File: src/rtl/gcd_job_master_if.sv
// gcd_job_master_if
//   Bundles the operand input stream, the result output stream and the
//   Avalon-MM master bus of gcd_job_master.
//
//   Signals:
//     in_valid/in_ready/in_a/in_b        operand pair stream (into the master)
//     out_valid/out_ready/out_result/out_err
//                                        result stream (out of the master)
//     avm_*                              zero-wait Avalon-MM bus to gcd_avalon
//
//   Modports:
//     master : the job master's view (drives in_ready, out_*, avm_* strobes)
//     slave  : the surrounding system's view (producer, consumer, GCD slave)
interface gcd_job_master_if;
    logic        in_valid;
    logic        in_ready;
    logic [31:0] in_a;
    logic [31:0] in_b;

    logic        out_valid;
    logic        out_ready;
    logic [31:0] out_result;
    logic        out_err;

    logic [1:0]  avm_address;
    logic        avm_chipselect;
    logic        avm_read;
    logic        avm_write;
    logic [3:0]  avm_byteenable;
    logic [31:0] avm_writedata;
    logic [31:0] avm_readdata;

    modport master (
        input  in_valid, in_a, in_b, out_ready, avm_readdata,
        output in_ready, out_valid, out_result, out_err,
               avm_address, avm_chipselect, avm_read, avm_write,
               avm_byteenable, avm_writedata
    );

    modport slave (
        output in_valid, in_a, in_b, out_ready, avm_readdata,
        input  in_ready, out_valid, out_result, out_err,
               avm_address, avm_chipselect, avm_read, avm_write,
               avm_byteenable, avm_writedata
    );
endinterface

File: src/rtl/gcd_job_master.sv
// gcd_job_master
//   Avalon-MM master that runs one GCD job at a time on the gcd_avalon slave:
//   accepts an operand pair, writes OP_A (word 0) then OP_B (word 1, which
//   starts the slave), waits POLL_DELAY idle cycles, polls STATUS (word 3,
//   bit 0) until done, reads RESULT (word 2) and offers it on the output
//   stream. An optional timeout aborts a job after TIMEOUT status reads.
//
//   Ports:
//     clock      system clock
//     reset      synchronous reset, active-low
//     bus        gcd_job_master_if.master (streams + Avalon-MM master)
//     busy       high whenever the FSM is not idle
//     jobs_done  number of results handed off (wraps), aborted jobs included
//
//   Parameters:
//     POLL_DELAY idle cycles between the OP_B write and the first STATUS
//                read, 2..15 (the slave's STATUS is stale for 2 cycles)
//     TIMEOUT    max STATUS reads per job, 0 disables the timeout
//     CNT_W      width of jobs_done
module gcd_job_master #(
    parameter int POLL_DELAY = 2,
    parameter int TIMEOUT    = 0,
    parameter int CNT_W      = 16
) (
    input  logic                 clock,
    input  logic                 reset,
    gcd_job_master_if.master     bus,
    output logic                 busy,
    output logic [CNT_W-1:0]     jobs_done
);

    localparam int              PW           = (TIMEOUT == 0) ? 1 : $clog2(TIMEOUT + 1);
    localparam logic [PW-1:0]   TIMEOUT_W    = PW'(TIMEOUT);
    localparam logic [3:0]      POLL_DELAY_W = 4'(POLL_DELAY);

    localparam logic [1:0] ADDR_OP_A   = 2'd0;
    localparam logic [1:0] ADDR_OP_B   = 2'd1;
    localparam logic [1:0] ADDR_RESULT = 2'd2;
    localparam logic [1:0] ADDR_STATUS = 2'd3;

    typedef enum logic [2:0] {
        S_IDLE,
        S_WR_A,
        S_WR_B,
        S_WAIT,
        S_POLL,
        S_RD_RES,
        S_OUT
    } state_t;

    state_t            state_q,  state_d;
    logic [31:0]       a_q,      a_d;
    logic [31:0]       b_q,      b_d;
    logic [3:0]        delay_q,  delay_d;
    logic [PW-1:0]     poll_q,   poll_d;
    logic [31:0]       result_q, result_d;
    logic              err_q,    err_d;
    logic [CNT_W-1:0]  jobs_q,   jobs_d;

    logic [PW-1:0]     poll_inc;

    assign poll_inc = poll_q + PW'(1);

    // State and datapath registers
    always_ff @(posedge clock) begin
        if (!reset) begin
            state_q  <= S_IDLE;
            a_q      <= '0;
            b_q      <= '0;
            delay_q  <= '0;
            poll_q   <= '0;
            result_q <= '0;
            err_q    <= 1'b0;
            jobs_q   <= '0;
        end else begin
            state_q  <= state_d;
            a_q      <= a_d;
            b_q      <= b_d;
            delay_q  <= delay_d;
            poll_q   <= poll_d;
            result_q <= result_d;
            err_q    <= err_d;
            jobs_q   <= jobs_d;
        end
    end

    // Next-state and datapath update
    always_comb begin
        state_d  = state_q;
        a_d      = a_q;
        b_d      = b_q;
        delay_d  = delay_q;
        poll_d   = poll_q;
        result_d = result_q;
        err_d    = err_q;
        jobs_d   = jobs_q;

        case (state_q)
            S_IDLE: begin
                if (bus.in_valid) begin
                    a_d     = bus.in_a;
                    b_d     = bus.in_b;
                    state_d = S_WR_A;
                end
            end
            S_WR_A: begin
                state_d = S_WR_B;
            end
            S_WR_B: begin
                delay_d = POLL_DELAY_W;
                poll_d  = '0;
                state_d = S_WAIT;
            end
            S_WAIT: begin
                // Leaves after exactly POLL_DELAY cycles spent here
                delay_d = delay_q - 4'd1;
                if (delay_q == 4'd1) begin
                    state_d = S_POLL;
                end
            end
            S_POLL: begin
                if (bus.avm_readdata[0]) begin
                    state_d = S_RD_RES;
                end else begin
                    poll_d = poll_inc;
                    if ((TIMEOUT != 0) && (poll_inc == TIMEOUT_W)) begin
                        err_d    = 1'b1;
                        result_d = '0;
                        state_d  = S_OUT;
                    end
                end
            end
            S_RD_RES: begin
                result_d = bus.avm_readdata;
                err_d    = 1'b0;
                state_d  = S_OUT;
            end
            S_OUT: begin
                if (bus.out_ready) begin
                    jobs_d  = jobs_q + CNT_W'(1);
                    state_d = S_IDLE;
                end
            end
            default: begin
                state_d = S_IDLE;
            end
        endcase
    end

    // Moore outputs; bus fields are zero except in the states that use them
    always_comb begin
        bus.in_ready       = (state_q == S_IDLE) && reset;
        bus.out_valid      = (state_q == S_OUT);
        bus.out_result     = result_q;
        bus.out_err        = err_q;
        busy               = (state_q != S_IDLE);
        jobs_done          = jobs_q;

        bus.avm_address    = 2'd0;
        bus.avm_chipselect = 1'b0;
        bus.avm_read       = 1'b0;
        bus.avm_write      = 1'b0;
        bus.avm_byteenable = 4'h0;
        bus.avm_writedata  = 32'h0;

        case (state_q)
            S_WR_A: begin
                bus.avm_chipselect = 1'b1;
                bus.avm_write      = 1'b1;
                bus.avm_address    = ADDR_OP_A;
                bus.avm_byteenable = 4'hF;
                bus.avm_writedata  = a_q;
            end
            S_WR_B: begin
                bus.avm_chipselect = 1'b1;
                bus.avm_write      = 1'b1;
                bus.avm_address    = ADDR_OP_B;
                bus.avm_byteenable = 4'hF;
                bus.avm_writedata  = b_q;
            end
            S_POLL: begin
                bus.avm_chipselect = 1'b1;
                bus.avm_read       = 1'b1;
                bus.avm_address    = ADDR_STATUS;
                bus.avm_byteenable = 4'hF;
            end
            S_RD_RES: begin
                bus.avm_chipselect = 1'b1;
                bus.avm_read       = 1'b1;
                bus.avm_address    = ADDR_RESULT;
                bus.avm_byteenable = 4'hF;
            end
            default: begin
            end
        endcase
    end

endmodule

File: src/flat_wrapper.sv
// flat-port wrapper written by rule: the top's interface ports become plain ports
module gcd_job_master_flat 
#(
    parameter int POLL_DELAY = 2,
    parameter int TIMEOUT    = 0,
    parameter int CNT_W      = 16
)
  (clock, reset, busy, jobs_done, bus_in_valid, bus_in_a, bus_in_b, bus_out_ready, bus_avm_readdata, bus_in_ready, bus_out_valid, bus_out_result, bus_out_err, bus_avm_address, bus_avm_chipselect, bus_avm_read, bus_avm_write, bus_avm_byteenable, bus_avm_writedata);
  gcd_job_master_if bus_i ();
  input  logic clock;
  input  logic reset;
  output logic busy;
  output logic [CNT_W-1:0] jobs_done;
  input wire logic [$bits(bus_i.in_valid)-1:0] bus_in_valid;
  input wire logic [$bits(bus_i.in_a)-1:0] bus_in_a;
  input wire logic [$bits(bus_i.in_b)-1:0] bus_in_b;
  input wire logic [$bits(bus_i.out_ready)-1:0] bus_out_ready;
  input wire logic [$bits(bus_i.avm_readdata)-1:0] bus_avm_readdata;
  output wire logic [$bits(bus_i.in_ready)-1:0] bus_in_ready;
  output wire logic [$bits(bus_i.out_valid)-1:0] bus_out_valid;
  output wire logic [$bits(bus_i.out_result)-1:0] bus_out_result;
  output wire logic [$bits(bus_i.out_err)-1:0] bus_out_err;
  output wire logic [$bits(bus_i.avm_address)-1:0] bus_avm_address;
  output wire logic [$bits(bus_i.avm_chipselect)-1:0] bus_avm_chipselect;
  output wire logic [$bits(bus_i.avm_read)-1:0] bus_avm_read;
  output wire logic [$bits(bus_i.avm_write)-1:0] bus_avm_write;
  output wire logic [$bits(bus_i.avm_byteenable)-1:0] bus_avm_byteenable;
  output wire logic [$bits(bus_i.avm_writedata)-1:0] bus_avm_writedata;
  assign bus_i.in_valid = bus_in_valid;
  assign bus_i.in_a = bus_in_a;
  assign bus_i.in_b = bus_in_b;
  assign bus_i.out_ready = bus_out_ready;
  assign bus_i.avm_readdata = bus_avm_readdata;
  assign bus_in_ready = bus_i.in_ready;
  assign bus_out_valid = bus_i.out_valid;
  assign bus_out_result = bus_i.out_result;
  assign bus_out_err = bus_i.out_err;
  assign bus_avm_address = bus_i.avm_address;
  assign bus_avm_chipselect = bus_i.avm_chipselect;
  assign bus_avm_read = bus_i.avm_read;
  assign bus_avm_write = bus_i.avm_write;
  assign bus_avm_byteenable = bus_i.avm_byteenable;
  assign bus_avm_writedata = bus_i.avm_writedata;
  gcd_job_master #(.POLL_DELAY(POLL_DELAY), .TIMEOUT(TIMEOUT), .CNT_W(CNT_W)) u_core (.clock(clock), .reset(reset), .bus(bus_i), .busy(busy), .jobs_done(jobs_done));
endmodule
File: config.mk
export PLATFORM = sky130hd
export DESIGN_NAME = gcd_job_master_flat
export DESIGN_NICKNAME = d
export VERILOG_FILES = /design/src/rtl/gcd_job_master_if.sv /design/src/rtl/gcd_job_master.sv /design/src/flat_wrapper.sv
export SDC_FILE = /design/constraint.sdc
export NUM_CORES = 1
export LEC_CHECK = 0
export CAP_MARGIN = 20
export CORE_MARGIN = 1.5
export CORE_UTILIZATION = 30
export CTS_CLUSTER_DIAMETER = 30
export DETAILED_ROUTE_END_ITERATION = 8
export MAX_ROUTING_LAYER = met4
export PLACE_DENSITY_LB_ADDON = 0.12
export SLEW_MARGIN = 20
export SYNTH_ARGS = -nofsm -noshare
export SYNTH_HDL_FRONTEND = slang
export SYNTH_SLANG_ARGS = --single-unit
export TNS_END_PERCENT = 30
File: constraint.sdc
create_clock -name clock -period 2.3 [get_ports clock]
set_clock_uncertainty 0.05 [all_clocks]
set_input_delay 0.69 -clock clock [delete_from_list [all_inputs] [get_ports clock]]
set_output_delay 0.69 -clock clock [all_outputs]
set_load 0.005 [all_outputs]
# ---- Word-level counts from Yosys, hierarchy flattened
# Index checks and enable logic that the tools add are counted.
dict set report word_totals {
  ff_bits 119
  word_cells 41
}
dict set report op_classes {
  add_sub_neg 2
  eq_ne 11
  mux 12
  reduce_logical 10
}
# cell count
set ops {}
lappend ops {{case mux 32 bit (2 select lines)} 1}
lappend ops {{case mux 3 bit (7 select lines)} 1}
lappend ops {{adder 16 x 1 -> 16 bit, second input constant} 1}
lappend ops {{2-to-1 mux 3 bit} 4}
lappend ops {{== test 3 bit, second input constant} 3}
lappend ops {{case mux 4 bit (2 select lines)} 1}
lappend ops {{== test 3 x 2 -> 1 bit, second input constant} 2}
lappend ops {{inequality test 2 bit, second input constant} 3}
lappend ops {{case mux 2 bit (3 select lines)} 1}
lappend ops {{== test 4 x 1 -> 1 bit, second input constant} 1}
lappend ops {{2-to-1 mux 4 bit} 1}
lappend ops {{AND reduction 2 bit} 2}
lappend ops {{AND reduction 4 bit} 1}
lappend ops {{OR reduction 2 bit} 2}
lappend ops {{OR reduction 4 bit} 1}
lappend ops {{subtractor 4 x 1 -> 4 bit, second input constant} 1}
lappend ops {{== test 3 x 1 -> 1 bit, second input constant} 1}
lappend ops {{zero test 3 bit} 1}
lappend ops {{2-to-1 mux 1 bit} 3}
lappend ops {{nonzero test 3 bit} 1}
lappend ops {{inequality test 2 x 1 -> 1 bit, second input constant} 1}
lappend ops {{nonzero test 2 bit} 1}
lappend ops {{logical AND 1 bit} 1}

# ---- Logic depth before layout (Yosys ltp)
dict set report depth {
  depth_word 3
  mapped_depth 7
  ltp_nobuf 6
}

# ---- Worst setup path before layout
# No wires, ideal clock.
dict set report synth_timing {
  path_type {in2out}
  from {in reset}
  to {out bus_in_ready}
  arrival_time_ns 1.572
  setup_slack_ns -0.012
  path_stages 5
  path_cell_list {buf_2 clkinv_1 clkbuf_1 clkbuf_1 nor2_1}
}
dict set report synth_between {
  elab_chain_len 1
}
# item line_no
set synth_lines {}
lappend synth_lines {{start, declared} flat_wrapper.sv:11} ;# input logic reset;
lappend synth_lines {{logical AND 1 bit} gcd_job_master.sv:152} ;# bus.in_ready = (state_q == S_IDLE) && reset;
lappend synth_lines {{end, declared} flat_wrapper.sv:19} ;# output wire logic [$bits(bus_i.in_ready)-1:0] bus_in_ready;
# Every way passes these cells.

# ---- Worst setup path in the final report
dict set report layout_timing {
  from {reg u_core.state_q[2]}
  to {out bus_avm_writedata[31]}
}
dict set report layout_between {
  elab_chain_len 2
  elab_cells_between_ends 3
  classes_between {eq/ne: 2; mux: 1}
}
# item line_no
set layout_lines {}
lappend layout_lines {{start, declared} gcd_job_master.sv:51} ;# state_t state_q, state_d;
lappend layout_lines {{start signal, assigned} gcd_job_master.sv:76} ;# state_q <= state_d;
lappend layout_lines {{== test 3 x 2 -> 1 bit / == test 3 x 1 -> 1 bit (equally long branches)} gcd_job_master.sv:166} ;# case (state_q)
lappend layout_lines {{case mux 32 bit (2 select lines) (*)} gcd_job_master.sv:166}
lappend layout_lines {{end, declared} flat_wrapper.sv:28} ;# output wire logic [$bits(bus_i.avm_writedata)-1:0] bus_avm_writedata;
# Every way passes the cells marked *; elsewhere a longest branch is shown, timed or not.

==> impl_metrics.toml <==
[floorplan]
dieHeight_um = 131
die-width_um = 131
rows = 46
dieArea_um2 = 17100
pin_count = 193
core_um2 = 15900
start_util = 0.308

[power_and_ir_drop]
ir_drop_mv = 0.466
p_per_area_nw_per_um2 = 721
p_leak_nw = 2.98

[critical_path]
cp_max_fo = 8
crit_family = "buffers and inverters"
cp-end-kind = "output pin"
critPathRequiredTime_ps = 1560
cp.arrival_ps = 1680
critPathSlowestCell = "dfxtp_4"
critPathLaunchType = "register"
cpMostUsedCell = "buf_6"
cpPeakStageDelay_ps = 370
critPathKind = "reg2out"
path_cells = "nor3b_4 > buf_6 > buf_16 > buf_6 > a22o_1 > buf_2"
cp_num_buf_inv = 4

[placed_design]
dp.cells = 992
place_congestion = 0.776
dp_hpwl_um = 9600
io_buffers = 191

[cells_and_area]
final_cell_mix = "nand2_1, clkdlybuf4s50_1, dfxtp_1"
layout_commonest_cell = "nand2_1"
layout-drive-gt1-share = 0.139
areaGrowthSynthToFinish_pct = 57.9
nNetsFinal = 913
fin_util = 0.486
final_cell_count_no_fill = 1037

[sta]
fin_ws_ps = -120
setup_viol = 23
fin_crit_ps = 2420
final-hold-violation-count = 0
relSlewSlack = 0.487
drv_slew = 0
hold_slack_ps = 400
rsz0062_at_grt = "true"
tns_ps = -1180
timing.final.crit_share = 1.05
worst_slew_pin_slew_ps = 770
max_freq_mhz = 413

[detailed_routing]
wl_um = 14900
post_drt_wl_per_cell_um = 14.4
dr.first_iter.drc_count = 275
ant_nets = 0
viasPerCell = 4.68
dr_total_vias = 4856
dr.pass1.iters = 4
drc = 0

[yosys]
syn_nets = 712
yosysTopAreaCellShare = 0.486
synth-main-ff-cell = "dfxtp_1"
synth_area_leaders = "dfxtp_1, nand2_1, a21oi_1, a22o_1, clkbuf_1"
async_flop_share = 0
synth_area_per_cell_um2 = 8.05
ys_ff_latch = 119
synth_area_leader_cell = "dfxtp_1"
synth_edf_count = 0
syn_inst = 609
synth_area_um2 = 4900
ys_types = 49
seq_area_frac_synth = 0.486
yosysWarningCount = 0

[outcome]
status = "finished, violations left"
violations = "negative setup slack"

[global_route]
grt_use_total = 0.183
grt_pass1_vias = 4742
gr-total-overflow = 0
antenna_found_initial = 1
grt_max_degree = 71
grt_pass1_wl_um = 23400

[clock_network]
path_clk_slew_ps = 50
htree_levels = 4
clock_path_buffers = 2
cts-root-buf = "clkbuf_16"
cts_buffers = 17
cts_sinks = 119
clock_latency_ps = 400
cts_tree = "done"

[flow_run]
cap_violations = 0

[min_path]
hp-class = "reg2reg"
worst reg2reg max path, cell delays in order (launching register included):
cell and delay, ps:
dfxtp_2 330, buf_4 160, buf_8 140, nand4b_4 220
nor4_4 430, a21oi_1 120, a31o_1 190
flip-flops by register name (all words and copies together), names as in the netlist:
register	flops
u_core.a_q	32
u_core.b_q	32
u_core.bus.out_result	32
u_core.jobs_done	16
u_core.delay_q	4
u_core.state_q	3
cells by family (layout without fill, tap and decap cells):
kind of cell             Yosys count  in the layout  synth area share
AO/OA/AOI/OAI                    151            151             0.185
AND/OR/NAND/NOR                  267            267             0.244
buffers and inverters             56            267            0.0546
adder cells (fa/ha/maj)            3              3           0.00765
XOR/XNOR                           9              9            0.0161
multiplexers                       3              3           0.00612
flip-flops                       119            119             0.486
other                              1              2          0.000765
final timing paths:
kind | depth (start not counted) | endpoint | from | slack [ps]
setup reg to reg | 6 | u_core.jobs_done[14] | u_core.state_q[0] | 550
hold / removal | 2 | u_core.a_q[31] | u_core.a_q[31] | 400
setup / recovery | 6 | bus_avm_writedata[31] | u_core.state_q[2] | -120
hold reg to reg | 2 | u_core.a_q[31] | u_core.a_q[31] | 400
through the flow:
step	setup slack (ps)	power, W	cell area, um^2
after floorplan	59.7	0.00268	4910
after global placement	-323	0.00313	7090
after detailed placement	-316	0.00315	7090
after CTS	-179	0.00571	7840
after global routing	-200	0.00586	7740
final	-120	0.00558	7740
area by class of cell:
class / count / area [um^2]
fillers: 1583 / 8200
inverters: 6 / 23.8
clock inverters: 4 / 47.5
multi-input cells: 434 / 2290
diodes: 1 / 2.50
flip-flops and latches: 119 / 2390
well taps: 216 / 270
repair buffers: 232 / 2240
clock buffers: 25 / 475
timing repair:
action	4_1_cts	5_1_grt
buffers inserted	14	0
gates cloned	5	0
endpoints found under the hold margin	0	0
gates resized for setup	141	30
setup endpoints to repair	44	42
pin swaps	18	21
hold buffers	0	0
cell usage after synthesis, drive strengths merged (2+ instances only):
cell    instances
nand3           6
nor2           16
and2            3
clkbuf         24
o21a            3
xnor2           7
nor2b           6
nand4           4
o21ai           4
xor2            2
nor3            5
nand2b          3
nand2         205
nor3b           3
mux2i           3
a22o           32
buf            26
nor4            3
dfxtp         119
a21oi         105
nand4b          2
or3             2
ha              3
inv             5
per-layer routing:
| metal | share of wire | vias up | track usage | wire, um |
|---|---|---|---|---|
| met3 | 0.081 | 16 | 0.0594 | 1210 |
| met2 | 0.45 | 172 | 0.281 | 6720 |
| met5 | 0 | - | - | 0 |
| met4 | 0.014 | 0 | 0.0653 | 206 |
| li1 | - | 2440 | - | - |
| met1 | 0.46 | 2228 | 0.226 | 6800 |
power breakdown:
group	switching, W	total (W)	internal [W]
Sequential	0.0000557	0.00222	0.00217
Clock	0.000844	0.00236	0.00152
Combinational	0.000464	0.000998	0.000534
Note: power is estimated with default switching activity, not from simulation.
